`config.mk`:
```
export PLATFORM = sky130hd
export DESIGN_NAME = score_streamer
export DESIGN_NICKNAME = d
export VERILOG_FILES = /design/src/rtl/score_streamer.sv
export SDC_FILE = /design/constraint.sdc
export NUM_CORES = 1
export LEC_CHECK = 0
export BUFFER_PORTS_ARGS = -buffer_cell sky130_fd_sc_hd__buf_2
export CORE_ASPECT_RATIO = 1.25
export CORE_UTILIZATION = 50
export CTS_CLUSTER_SIZE = 20
export DETAILED_ROUTE_END_ITERATION = 8
export PLACE_DENSITY = 0.7
export SLEW_MARGIN = 20
export SYNTH_ARGS = -nofsm -noshare
export SYNTH_HDL_FRONTEND = slang
export SYNTH_SLANG_ARGS = --single-unit
```
`constraint.sdc`:
```
create_clock -name clk -period 1.8 [get_ports clk]
set_clock_uncertainty 0.05 [all_clocks]
set_input_delay 0.27 -clock clk [delete_from_list [all_inputs] [get_ports clk]]
set_output_delay 0.27 -clock clk [all_outputs]
set_load 0.1 [all_outputs]
```
`src/rtl/score_streamer.sv`:
```
// -----------------------------------------------------------------------------
// score_streamer
//
// Collects one frame of N_CLS signed raw class scores. Each score is scaled
// down by an arithmetic right shift and clipped to 12-bit signed range. Once
// the frame is complete, the block replays it as a gap-free burst of N_CLS
// scores in class order for the decision stage.
//
// Ports
//   clk        : single clock, rising-edge
//   rst_n      : asynchronous active-low reset
//   valid_in   : a raw score is present on data_in this cycle
//   data_in    : signed raw class score (IN_W bits), classes 0..N_CLS-1
//   valid_out  : data_out carries a score this cycle
//   data_out   : signed saturated 12-bit score (0 when valid_out is low)
//   busy       : high while the block is emitting a frame
//   drop_err   : sticky, a score arrived while emitting and was discarded
//   sat_err    : sticky, at least one accepted score was clipped
// -----------------------------------------------------------------------------
module score_streamer #(
    parameter int IN_W  = 20,
    parameter int SHIFT = 4,
    parameter int N_CLS = 10
) (
    input  logic                   clk,
    input  logic                   rst_n,
    input  logic                   valid_in,
    input  logic signed [IN_W-1:0] data_in,
    output logic                   valid_out,
    output logic signed [11:0]     data_out,
    output logic                   busy,
    output logic                   drop_err,
    output logic                   sat_err
);

    typedef enum logic [1:0] {
        IDLE = 2'd0,
        FILL = 2'd1,
        EMIT = 2'd2
    } state_t;

    localparam logic [3:0]             LAST_IDX = 4'(N_CLS - 1);
    localparam logic signed [IN_W-1:0] SAT_MAX  = IN_W'(2047);
    localparam logic signed [IN_W-1:0] SAT_MIN  = IN_W'(-2048);

    state_t             state_q, state_d;
    logic [3:0]         wr_idx_q, wr_idx_d;
    logic [3:0]         rd_idx_q, rd_idx_d;
    logic               valid_out_q, valid_out_d;
    logic signed [11:0] data_out_q, data_out_d;
    logic               busy_q, busy_d;
    logic               drop_err_q, drop_err_d;
    logic               sat_err_q, sat_err_d;

    logic signed [11:0] score_buf_q [N_CLS];

    // Scale and clip the incoming score.
    logic signed [IN_W-1:0] shifted;
    logic signed [11:0]     conv_score;
    logic                   clip;

    assign shifted = data_in >>> SHIFT;

    always_comb begin
        conv_score = shifted[11:0];
        clip       = 1'b0;
        if (shifted > SAT_MAX) begin
            conv_score = 12'sd2047;
            clip       = 1'b1;
        end else if (shifted < SAT_MIN) begin
            conv_score = -12'sd2048;
            clip       = 1'b1;
        end
    end

    // Scores are only taken while collecting; anything arriving during the
    // burst is discarded and flagged.
    logic accept;
    logic last_write;
    logic last_read;

    assign accept     = valid_in && (state_q != EMIT);
    assign last_write = accept && (wr_idx_q == LAST_IDX);
    assign last_read  = (state_q == EMIT) && (rd_idx_q == LAST_IDX);

    always_comb begin
        state_d  = state_q;
        wr_idx_d = wr_idx_q;
        rd_idx_d = rd_idx_q;
        case (state_q)
            IDLE, FILL: begin
                if (accept) begin
                    if (last_write) begin
                        // Covers N_CLS == 1 too: IDLE goes straight to EMIT.
                        state_d  = EMIT;
                        wr_idx_d = 4'd0;
                    end else begin
                        state_d  = FILL;
                        wr_idx_d = wr_idx_q + 4'd1;
                    end
                end
            end
            EMIT: begin
                rd_idx_d = rd_idx_q + 4'd1;
                if (last_read) begin
                    state_d  = IDLE;
                    rd_idx_d = 4'd0;
                end
            end
            default: begin
                state_d  = IDLE;
                wr_idx_d = 4'd0;
                rd_idx_d = 4'd0;
            end
        endcase
    end

    // Output registers: data_out is forced to zero outside the burst.
    // busy follows the next state so it is high exactly while state is EMIT.
    always_comb begin
        valid_out_d = (state_q == EMIT);
        data_out_d  = 12'sd0;
        if (state_q == EMIT) begin
            data_out_d = score_buf_q[rd_idx_q];
        end
        busy_d     = (state_d == EMIT);
        drop_err_d = drop_err_q | (valid_in && (state_q == EMIT));
        sat_err_d  = sat_err_q | (accept && clip);
    end

    always_ff @(posedge clk or negedge rst_n) begin
        if (!rst_n) begin
            state_q     <= IDLE;
            wr_idx_q    <= 4'd0;
            rd_idx_q    <= 4'd0;
            valid_out_q <= 1'b0;
            data_out_q  <= 12'sd0;
            busy_q      <= 1'b0;
            drop_err_q  <= 1'b0;
            sat_err_q   <= 1'b0;
        end else begin
            state_q     <= state_d;
            wr_idx_q    <= wr_idx_d;
            rd_idx_q    <= rd_idx_d;
            valid_out_q <= valid_out_d;
            data_out_q  <= data_out_d;
            busy_q      <= busy_d;
            drop_err_q  <= drop_err_d;
            sat_err_q   <= sat_err_d;
        end
    end

    // Frame buffer: one entry written per accepted score at wr_idx.
    always_ff @(posedge clk or negedge rst_n) begin
        if (!rst_n) begin
            for (int i = 0; i < N_CLS; i++) begin
                score_buf_q[i] <= 12'sd0;
            end
        end else begin
            for (int i = 0; i < N_CLS; i++) begin
                if (accept && (wr_idx_q == 4'(i))) begin
                    score_buf_q[i] <= conv_score;
                end
            end
        end
    end

    assign valid_out = valid_out_q;
    assign data_out  = data_out_q;
    assign busy      = busy_q;
    assign drop_err  = drop_err_q;
    assign sat_err   = sat_err_q;

endmodule

```
==> results of run 1 <==
cells by family (layout without fill, tap and decap cells):
family / after synthesis / in the layout / synth area share [%]
buffers and inverters: 90 / 142 / 5.94
and+or+nand+nor: 67 / 67 / 5.58
DFF: 146 / 146 / 48.7
adders and majority gates: 6 / 6 / 1.00
muxes: 63 / 63 / 10.8
AOI/OAI and AO/OA: 291 / 291 / 27.9
placed cells by master (no fill, tap or decap), drive strengths merged, types with 2 or more instances in the layout:
master  Yosys  layout
bufinv      0       2
ha          6       6
a31oi     179     179
and4       15      15
clkbuf     41      26
nor2b       2       2
nor3        2       2
nand3b      2       2
a41oi      44      44
clkinv      2       6
and2        5       5
a211oi     24      24
mux2i      29      29
buf        40     100
inv         7       7
o21ai      25      25
nor2        2       2
mux2       22      22
a221o      12      12
nand2      19      19
o22ai       3       3
mux4       12      12
nand3       5       5
and3b       4       4
and3        7       7
dfrtp     146     146
repair_timing:
action,in CTS,in global routing
gates resized for setup,1,13
setup buffers,0,1
hold buffers,1,0
gates cloned,0,1
hold endpoints to repair,36,0
endpoints found under the setup margin,1,32
pin swaps,0,0
layout make-up:
cell class	count	area, µm²
fillers	1140	5780
clock buffers	25	475
multi-input cells	427	3450
inverters	9	33.8
repair buffers	102	831
clock inverters	6	80.1
flip-flops and latches	146	3650
well taps	178	223
power by group:
part	leakage (nW)	switching (W)	total, W	internal, W
Sequential	1.69	0.000859	0.00555	0.00470
Combinational	1.51	0.00312	0.00575	0.00263
Clock	0.275	0.00129	0.00338	0.00210
worst reg2reg max path, stage by stage (launching register included):
cell and delay [ps]:
dfrtp_2 450, buf_12 210, mux4_2 580, a211oi_2 270
a211oi_1 90
per-layer routing:
layer,share of wire [%],wire (µm),up-vias,track usage [%]
met1,38,8300,3212,36.2
met2,51,11100,372,48.0
met5,0,0,-,0
met3,7.0,1540,68,4.90
met4,4.2,918,0,15.4
li1,-,-,2778,-
state kept, by name (all words and copies together), names as in the netlist:
signal and cells:
score_buf_q 120, data_out 12, rd_idx_q 4, wr_idx_q 4
state_q 2, busy 1, drop_err 1, sat_err 1
valid_out 1
how the worst max path moves through the flow:
stage	from	to	slack, ps	cells after the start
after floorplan	wr_idx_q[1]	score_buf_q[11]	100	6
after global placement	rd_idx_q[0]	data_out[9]	60	4
after detailed placement	rd_idx_q[0]	data_out[7]	50	4
after CTS	rd_idx_q[0]	data_out[7]	20	5
after global routing	rd_idx_q[0]	data_out[1]	-20	6
final	rd_idx_q[0]	data_out[3]	20	4
through the flow:
stage	std cells	worst slack, ps
final	893	18.3
after global routing	893	-18.1
after CTS	891	21.6
after detailed placement	859	49.4
after global placement	859	57.8
after floorplan	663	104
==> impl_summary.md, run 1 <==
Outcome
The flow ran to the end, but the final reports show violations. The final reports fail on DRC.

GRT
After global routing the overflow that remains totals 0. The pin count of the biggest net entering global routing is 55. The global routing usage summed across all routing layers is 28.9%. The via count of the first global-routing pass is 6,329. The first global-routing pass estimated 34.5 mm of wire. The initial antenna violation count is 0.

Yosys
The count of unique library cells instantiated by Yosys is 41. The synthesized design contains 0 enable-type register cells. Among all flip-flop cells after synthesis, the most frequent one is dfrtp_1. The share of synthesized area in the top cell type comes to 48.7%. The total number of yosys warnings is 0. The total nets after synthesis is 692. Sorting the synthesized cells by area gives the leading types as dfrtp_1 (49%), a31oi_1 (15%), a41oi_1 (5.1%). The portion of the post-synthesis area used by sequential elements is 48.7%.

The number of synthesized register bits is 146. Dividing the synthesized area by the synthesized cell count gives 11.3 µm². The cell with the most instances after synthesis is a31oi_1. The netlist area before placement is 0.00749 mm². The most area-hungry cell type in the Yosys netlist is dfrtp_1. Sorting the synthesized cells by how often they occur yields a31oi_1 (179), dfrtp_1 (146), a41oi_1 (44). The synthesized instance count is 663.

The async set or reset register ratio after synthesis is 100%.

Critical path
The setup path with the least slack is of type reg2reg. The sum of buffers and inverters on the critical path is 1. The master of the slowest instance on the critical path is mux4_2. The worst setup path is captured at a register. The kind of cell adding the most delay to the critical path is multiplexers. The delay contributed by the slowest stage of the critical path is 570 ps.

The worst reg2reg path depth is 4. The peak fanout along the critical path is 17. Walking the worst path, the cells encountered are buf_12 -> mux4_2 -> a211oi_2 -> a211oi_1. The worst register-to-register path begins at rd_idx_q[0]. Data on the critical path arrives at its endpoint at 2020 ps. The worst setup path is launched from a register. Setup slack on the worst reg-to-reg path comes out at 20 ps.

The endpoint of the lowest-slack register-to-register path is data_out[3]. The required time reported for the critical path endpoint is 2040 ps.

Route
The routed layout has 6,430 vias. After detailed routing, the average wire length per cell comes to 24.5 µm. The post-detailed-route DRC marker count is 4.

For this run, the detailed router's first-pass iteration total came to 7. The number of design-rule violations left by the first detailed-router iteration is 799. The total routed wirelength is 21.9 mm. Using the TritonRoute via totals, the vias-per-cell ratio works out to 7.20. The number of nets with antenna violations after detailed routing is 0.

Job
Across the run, the number of max-cap violations was 0.

Power
The power consumption is 0.0147 W. The maximum resistive drop on vdd is 864 µV. The leakage power is 3.48 nW. The power per cell area is 1680 mW/mm².

Final layout
Cells fill 60.2% of the core in the end. The final standard cell area without fillers is 0.00875 mm². Compared with the post-synthesis result, the final layout area differs by 16.7%. The antenna diode instance count is 0. The number of nets in the layout is 732.

The fraction of layout cells with a size suffix above 1 is 25.7%.

Place
Detailed placement ended at an HPWL of 14.3 mm. The number of buffer cells added on primary ports is 34. The final weighted congestion in routability-driven placement is 0.831. The post-place instance area is 0.00808 mm².

Floorplan
The floorplan step defined a die boundary enclosing 0.0155 mm². The standard-cell row count is 49. The core footprint is 0.0145 mm². The initial utilization of the core area, before any placement, comes to 51.6%. The floorplan step set the die height to 139 µm. The floorplan die width is 112 µm. The I/O pin count is 39.

Clocking
The insertion delay of the later-clocked pin in the worst-skew pair is 420 ps. After clock tree synthesis, the clock-pin slew on the worst setup and hold paths is 60 ps. The total clock sinks is 146. The number of buffers created by CTS is 17.

TritonCTS built the clock tree. The maximum level of the CTS H-tree is 4. The root cell of the clock tree is clkbuf_16. The maximum clock path buffer count is 2.

Timing
The number of setup violations in the final report is 0. After routing, the total negative slack on setup checks comes to 0 ps. Timing would allow up to 0.561 GHz. The final critical path takes up 99.0% of the cycle. On the final layout, the worst hold slack is 195 ps. The transition at the pin with the smallest max-transition slack is 551 ps. Setup repair after global routing could not meet its margin everywhere. The total count of hold-check failures in the final report was 0. The total count of max-transition violations in the final report was 0. The worst slew margin relative to its limit is 63.1%.

The post-layout minimum cycle time is 1780 ps.

Worst hold path
Counting instances, the worst hold path has a depth of 3. The startpoint identified for the worst hold timing path is valid_in. The endpoint with the worst hold slack is state_q[0].

The class of the tightest hold or removal check is in2reg.
Power figures use the tool's default switching activity.
==> run 2, diff against run 1 <==
--- a/config.mk
+++ b/config.mk
@@ -8,6 +8,7 @@
 export BUFFER_PORTS_ARGS = -buffer_cell sky130_fd_sc_hd__buf_2
 export CORE_ASPECT_RATIO = 1.25
 export CORE_UTILIZATION = 50
+export CTS_BUF_LIST = sky130_fd_sc_hd__clkbuf_4
 export CTS_CLUSTER_SIZE = 20
 export DETAILED_ROUTE_END_ITERATION = 8
 export PLACE_DENSITY = 0.7
==> constraint.sdc (replaced) <==
create_clock -name clk -period 1.4 [get_ports clk]
set_clock_uncertainty 0.05 [all_clocks]
set_input_delay 0.21 -clock clk [delete_from_list [all_inputs] [get_ports clk]]
set_output_delay 0.21 -clock clk [all_outputs]
set_load 0.1 [all_outputs]
==> run 2 against run 1 <==
Effect of this change:
- the flow finishes with violations (DRC, setup timing)
- global-route usage is 5.8 points higher
- maximum frequency is 1.6% lower
- via count is 22% higher
- critical path depth is 3 higher
- power is 64% higher
- final area is 36% higher
- combinational power is 130% higher
- sequential cell count stayed put
- setup slack worse by 430 ps
==> impl_summary.md, run 2 (same netlist as run 1, synthesis figures left out) <==
Job
The reported max-cap violation count was 0 (unchanged).

Route
The number of vias per cell is 8.19 (+14%). The via total after detailed routing was 7,814 (+22%). The routed length per instance was 36.1 µm (+47%).

The post-detailed-route DRC marker count was 8 (+4). The total routed wirelength is 34.5 mm (+57%). The number of design-rule violations left by the first detailed-router iteration is 1,012 (+27%).

The number of nets with antenna violations after detailed routing is 0 (unchanged). The count of TritonRoute iterations in the first routing pass came to 7 (unchanged).

Clocking
The CTS tree is done. The maximum clock path buffer count is 2 (unchanged). The clock slew at the register clock pins of the worst setup and hold paths came to 130 ps (+70 ps). The insertion delay of the later-clocked pin in the worst-skew pair is 610 ps (+190 ps). The maximum level of the CTS H-tree is 4 (unchanged). The number of buffers created by CTS came to 17 (unchanged). The total clock sinks is 146 (unchanged). The root cell of the clock tree is clkbuf_4.

Critical path
The required time reported for the critical path endpoint is 1830 ps (-210 ps). The worst setup path is launched from a register. The peak fanout along the critical path is 7 (-10). The data arrival time of the worst path is 2240 ps (+220 ps).

The sort of element at the end of the critical path is a register. The setup path with the least slack is of type reg2reg.

Final layout
The most flop-heavy register is score_buf_q. In the layout the commonest cells are dfrtp_1 (143), a31oi_4 (93), a31oi_1 (75). The number of nets in the layout is 791 (+8.1%). The library cell used most frequently in the layout, excluding fill and tap cells, is dfrtp_1. The number of filler cells placed in the layout came to 635 (-44%).

Relative to the synthesized area, the layout overhead comes to 58.4%. The flip-flop count of the largest register after layout was 120 (unchanged). The fraction of layout cells with a size suffix above 1 came to 55.4% (+30 points).

Floorplan
The effective utilization at floorplan is 51.6% (unchanged). The floorplan die width came to 112 µm (unchanged). The die span in y came to 139 µm (unchanged). The standard-cell row count is 49 (unchanged). The area of the die came to 0.0155 mm² (unchanged). The core footprint is 0.0145 mm² (unchanged). The I/O pin count was 39 (unchanged).

Timing
The final clock period utilization by the worst path was 129% (+30 points). The post-layout minimum cycle time is 1810 ps (+29.5 ps). The final-layout worst hold slack is 46.7 ps (-148 ps). The maximum clock rate was 0.552 GHz (-1.6%). The total count of max-transition violations in the final report is 0 (unchanged). Setup repair after global routing could not meet its margin everywhere. The number of setup violations in the final report is 154 (+154).

The worst slew margin relative to its limit is 58.7% (-4.4 points). The transition at the pin with the smallest max-transition slack is 617 ps (+66.3 ps). The final worst-path setup slack came to -411 ps (-430 ps). The total count of hold-check failures in the final report is 0 (unchanged).

Power
The maximum resistive drop on vdd was 1350 µV (+57%). The leakage power is 4.14 nW (+19%). The power per cell area was 2030 mW/mm² (+21%).

GRT
The global-route wire length before repair was 40.7 mm (+18%). The via count of the first global-routing pass came to 7,132 (+13%). The final global-route overflow total is 0 (unchanged). The pin count of the biggest net entering global routing came to 59 (+7.3%). The initial antenna violation count is 1 (+1). The global routing usage summed across all routing layers came to 34.7% (+5.8 points).

Worst hold path
The min-delay analysis places its worst path in the category in2reg.

Outcome
The flow ran to the end, but the final reports show violations. The final reports fail on DRC, setup timing.

Place
The total half-perimeter wirelength after legalization and detailed placement came to 15.9 mm (+11%). The final weighted congestion in routability-driven placement is 0.902 (+8.6%). The number of buffer cells added on primary ports is 34 (unchanged). The pre-CTS setup slack is -263 ps (-312 ps).
[run 2: power by group]
group          switching [W]  total [W]  internal, W  leakage [nW]
Combinational        0.00702     0.0134      0.00635          2.30
Sequential           0.00198    0.00799      0.00602          1.69
Clock                0.00164    0.00271      0.00107         0.148
[run 2: critical path, cell delays in order (launching register included)]
cell	delay, ps
dfrtp_2	470
inv_4	100
ha_4	140
and3b_2	240
buf_6	150
buf_12	170
a31oi_4	90
a31oi_1	290
[run 2: layout make-up]
type / instances / area (µm²) / area share (%)
antenna: 2 / 5.00 / 0.0422
clock buffer: 19 / 143 / 1.20
clock inverter: 12 / 118 / 0.991
inverter: 9 / 42.5 / 0.358
multi-input combinational: 428 / 5550 / 46.7
sequential: 146 / 3660 / 30.8
tap: 178 / 223 / 1.88
timing repair buffer: 160 / 2130 / 18.0
[run 2: worst paths after layout]
check	startpoint	end	slack (ps)	depth (start not counted)
setup / recovery	wr_idx_q[0]	score_buf_q[109]	-410	7
hold / removal	data_in[19]	score_buf_q[23]	50	3
setup reg to reg	wr_idx_q[0]	score_buf_q[109]	-410	7
hold reg to reg	score_buf_q[35]	score_buf_q[35]	490	1
max in group asynchronous	rst_n	data_out[5]	130	3
min in group asynchronous	rst_n	score_buf_q[94]	120	3
[run 2: repair_timing]
action / CTS / global route
pin swaps: 68 / 60
hold buffers: 4 / 0
gates cloned: 4 / 9
setup buffers: 12 / 9
endpoints found under the hold margin: 154 / 0
resized for setup: 184 / 204
setup endpoints to repair: 152 / 156
[run 2: stage by stage]
stage	cell area [µm²]	cells	setup TNS [ps]	util (%)	total power [W]
after floorplan	7770	663	-10540	-	0.0126
after global placement	8640	887	-16660	59.5	0.0145
after detailed placement	8640	887	-22920	59.5	0.0149
after CTS	10100	937	-19190	69.4	0.0192
after global routing	11900	953	-35220	81.7	0.0246
final	11900	954	-30970	81.7	0.0241
[run 2: per-layer routing]
metal,GRT usage (%),up-vias,part of all wire (%)
li1,-,2931,-
met3,8.70,319,12
met2,54.7,761,45
met1,41.3,3803,33
met5,0,-,0
met4,25.8,0,10
